<file path="config.mk">
export PLATFORM = sky130hd
export DESIGN_NAME = pipe_stage
export DESIGN_NICKNAME = d
export VERILOG_FILES = /design/src/rtl/pipe_stage.sv
export SDC_FILE = /design/constraint.sdc
export NUM_CORES = 1
export LEC_CHECK = 0
export CAP_MARGIN = 25
export CORE_MARGIN = 5
export CORE_UTILIZATION = 56
export CTS_CLUSTER_SIZE = 30
export DETAILED_ROUTE_END_ITERATION = 8
export DONT_BUFFER_PORTS = 1
export GPL_ROUTABILITY_DRIVEN = 0
export PLACE_DENSITY = 0.81
export REMOVE_ABC_BUFFERS = 1
export SLEW_MARGIN = 20
export SYNTH_ARGS = -nofsm -noshare
export SYNTH_HDL_FRONTEND = slang
export SYNTH_SLANG_ARGS = --single-unit
</file>
<file path="constraint.sdc">
create_clock -name clk -period 2.1 [get_ports clk]
set_clock_uncertainty 0.15 [all_clocks]
set_input_delay 0.63 -clock clk [delete_from_list [all_inputs] [get_ports clk]]
set_output_delay 0.63 -clock clk [all_outputs]
set_load 0.005 [all_outputs]
</file>
<file path="src/rtl/pipe_stage.sv">
// pipe_stage: valid/ready pipeline register with synchronous flush.
// Define PIPE_STAGE_SKID_EN for a two-entry skid buffer with a registered in_ready.
module pipe_stage #(
  parameter int WIDTH = 64,
  parameter logic [WIDTH-1:0] FLUSH_VAL = WIDTH'('h13)
) (
  input  logic             clk,
  input  logic             rst,
  input  logic             in_valid,
  output logic             in_ready,
  input  logic [WIDTH-1:0] in_data,
  output logic             out_valid,
  input  logic             out_ready,
  output logic [WIDTH-1:0] out_data,
  input  logic             flush,
  output logic [1:0]       count
);
  logic [1:0]       r_count;
  logic [WIDTH-1:0] r_head;
  logic [WIDTH-1:0] w_head_hold;
  logic [1:0]       w_count_nxt;
  logic             w_acc;
  logic             w_ret;
  assign out_valid   = r_count != 2'd0;
  assign out_data    = r_head;
  assign count       = r_count;
  assign w_acc       = in_valid && in_ready && !flush;
  assign w_ret       = out_valid && out_ready;
  assign w_count_nxt = flush ? 2'd0 : r_count + {1'b0, w_acc} - {1'b0, w_ret};
`ifdef PIPE_STAGE_SKID_EN
  logic [WIDTH-1:0] r_skid;
  logic             r_in_ready;
  // in_ready is precomputed from the next count so out_ready never reaches it combinationally
  assign in_ready    = r_in_ready;
  assign w_head_hold = (r_count == 2'd2 && w_ret) ? r_skid : r_head;
  always_ff @(posedge clk) begin
    r_in_ready <= rst ? 1'b1 : (w_count_nxt != 2'd2);
    if (w_acc && r_count == 2'd1 && !w_ret) r_skid <= in_data;
  end
`else
  assign in_ready    = (r_count == 2'd0) || out_ready;
  assign w_head_hold = r_head;
`endif
  always_ff @(posedge clk) begin
    r_count <= rst ? 2'd0 : w_count_nxt;
    if (rst || flush) r_head <= FLUSH_VAL;
    else if (w_acc && (r_count == 2'd0 || w_ret)) r_head <= in_data;
    else r_head <= w_head_hold;
  end
endmodule

</file>
==> flow_metrics.py <==
metrics = {
    "sta": {
        "hold_violations": 0,
        "hold_slack_ns": 0.281,
        "fmax_ghz": 0.502,
        "finalCritPeriodShare_pct": 94.9,
        "fin_tns_setup_ns": 0,
        "period_minus_slack_ns": 1.99,
        "setup_viol": 0,
        "worst_pin_slew_ns": 0.538,
        "relSlewSlack_pct": 64.1,
        "rsz0062_at_grt": "false",
        "maxSlewViolCount": 0,
    },
    "drt": {
        "drtAntennaViolNets": 0,
        "finalWirelength_mm": 7.03,
        "vias_per_cell": 6.10,
        "wl_met1_mm": 2.82,
        "drc": 0,
        "top_layer": "met4",
        "vias": 2237,
        "drt_pass1_iterations": 4,
        "wl_met2_mm": 3.37,
        "dr_wl_met3_um": 765,
        "post_drt_wl_per_cell_um": 19.1,
        "drtIter0Drc": 138,
    },
    "grt": {
        "grt_pass1_wl_mm": 11.0,
        "antenna_found_initial": 0,
        "grtUsageTotal_pct": 18.9,
        "grt_pass1_vias": 2174,
        "grt_max_degree": 66,
        "overflow": 0,
    },
    "die": {
        "core_area_um2": 5140,
        "row_count": 26,
        "die_area_um2": 6910,
        "io_pins": 137,
        "die_w_um": 83.1,
        "die_y_um": 83.1,
        "start_util_pct": 58.2,
    },
    "clocking": {
        "cts_tree": "built",
        "cts_buffer_depth": 2,
        "root_buffer": "clkbuf_8",
        "cts_sinks": 66,
        "cts_buffers": 9,
        "clk_pin_slew_worst_paths_ns": 0.07,
        "clk_latency_ns": 0.31,
        "htree_num_levels": 3,
    },
    "setup_path": {
        "worst_r2r_endpoint": "count[1]",
        "crit_slowest_cell": "dfxtp_1",
        "crit_required_ns": 1.32,
        "path_cells": "o21ba_2 > clkinv_4 > buf_16",
        "setup.worst_path.start_class": "register",
        "cp_data_arrival_time_ns": 1.21,
        "regToRegStartpoint": "count[1]",
        "critPathKind": "register to output pin",
        "worstRegToRegCells": 8,
        "crit_path_end_kind": "output pin",
        "r2r_slack_ns": 0.15,
        "crit_fanout": 33,
        "max_stage_delay_ns": 0.34,
    },
    "cells_and_area": {
        "area_growth_pct": 4.81,
        "fin_nets": 364,
        "regArea_um2": 1320,
        "multi_input_area_um2": 1420,
        "antenna_cells": 0,
        "final_area_um2": 3140,
        "drive_gt1_share_pct": 36.4,
        "num-fill-cells": 453,
    },
    "worst_hold_path": {
        "holdPathStages": 2,
        "worstHoldStart": "in_data[36]",
        "whs_endpoint": "out_data[36]",
        "min_path_type": "input port to register",
    },
    "run_status": {
        "status": "completed",
    },
    "pwr": {
        "totalPowerFinal_mw": 2.44,
        "ir_drop_mv": 0.351,
        "p_leak_nw": 0.961,
        "power.density_nw_per_um2": 776,
    },
    "yosys": {
        "synth.distinct_cells": 24,
        "syn_inst": 309,
        "ys_seq_area_share_pct": 44.1,
        "synth-seq-cells": 66,
        "syn_area_um2": 2990,
        "yosys_warnings": 0,
        "synth_area_per_cell_um2": 9.69,
    },
    "placement": {
        "place_area_um2": 2930,
        "place_hpwl_mm": 4.29,
        "io_buffers": 0,
    },
    "flow_run": {
        "maxCapViolations": 0,
    },
}
-- report_power, final --
group / switching, mW / total, mW / internal (mW)
combinational: 0.145 / 0.219 / 0.0740
clock: 0.430 / 0.911 / 0.481
sequential: 0.0227 / 1.30 / 1.28
total: 0.598 / 2.44 / 1.84
-- layout by cell type (no fill, tap or decap), drive strengths merged, types with 2 or more instances in the layout --
cell,n
nand3,67
o21ai,64
clkinv,4
dfxtp,66
a21oi,61
or2,2
clkbuf,13
and2,2
ha,2
buf,7
nor2,2
-- synth_stat cells --
cell type / count / area (um^2)
dfxtp_1: 66 / 1320
o21ai_0: 64 / 320
a21oi_2: 40 / 350
nand3_2: 40 / 400
nand3_1: 27 / 135
a21oi_1: 21 / 105
buf_2: 12 / 60.1
clkbuf_1: 10 / 37.5
clkbuf_2: 6 / 30.0
buf_12: 5 / 100
and2_1: 2 / 12.5
ha_1: 2 / 25.0
nor2_1: 2 / 7.51
or2_2: 2 / 12.5
buf_4: 1 / 7.51
buf_6: 1 / 11.3
clkinv_4: 1 / 8.76
inv_1: 1 / 3.75
nand2_1: 1 / 3.75
nand2b_1: 1 / 6.26
nor2b_1: 1 / 6.26
o21ba_1: 1 / 10.0
xnor2_1: 1 / 8.76
xor2_1: 1 / 8.76
-- metrics by stage --
stage               util [%]  setup WS (ns)  cells
finish                  61.0          0.108    367
global route            61.0         0.0221    367
CTS                     60.5        0.00722    366
detailed placement      57.1         0.0183    351
global placement        57.1         0.0753    351
floorplan                  -          -3.25    274
-- cell families (layout without fill, tap and decap cells) --
group,count (synthesis),after routing,share of synthesized area (%)
AO/OA/AOI/OAI,126,126,26.3
buffers and inverters,37,25,8.65
flip-flops,66,66,44.1
AND/OR/NAND/NOR,76,76,19.5
XOR/XNOR,2,2,0.585
adder cells (fa/ha/maj),2,2,0.836
-- worst max path at each step --
stage | from | endpoint | cells after the start | slack [ns]
final | count[1] | in_ready | 3 | 0.11
after global routing | count[0] | in_ready | 3 | 0.02
after CTS | count[1] | in_ready | 3 | 0.007
after detailed placement | out_ready | count[1] | 9 | 0.02
after global placement | out_ready | count[1] | 9 | 0.08
after floorplan | flush | count[1] | 8 | -3.25
-- what timing repair did --
| action | in CTS | in global routing |
|---|---|---|
| hold buffers | 0 | 0 |
| gates cloned | 0 | 1 |
| buffers inserted | 0 | 0 |
| resized for setup | 1 | 0 |
| endpoints found under the setup margin | 1 | 1 |
-- critical path: cells and delay by family (launching register included) --
family                 cells  cell delay (ns)
flip-flops                 1             0.34
buffers and inverters      2             0.29
AO/OA/AOI/OAI              1             0.25
-- routing by layer --
metal | GRT usage (%) | vias up
met5 | 0 | -
met4 | 6.84 | 0
met3 | 9.11 | 7
met2 | 28.9 | 105
met1 | 23.1 | 1060
li1 | - | 1065
-- sequential cells by signal (all words and copies together), names as in the netlist --
| signal | count |
|---|---|
| count | 2 |
| out_data | 64 |
-- area by class of cell --
class	instances	share of cell area, %
Clock buffer	12	4.95
Tap cell	70	2.79
Timing Repair Buffer	8	3.91
Inverter	2	0.399
Clock inverter	3	0.479
Sequential cell	66	42.1
Multi-Input combinational cell	206	45.4
(Power assumes the default switching activity.)
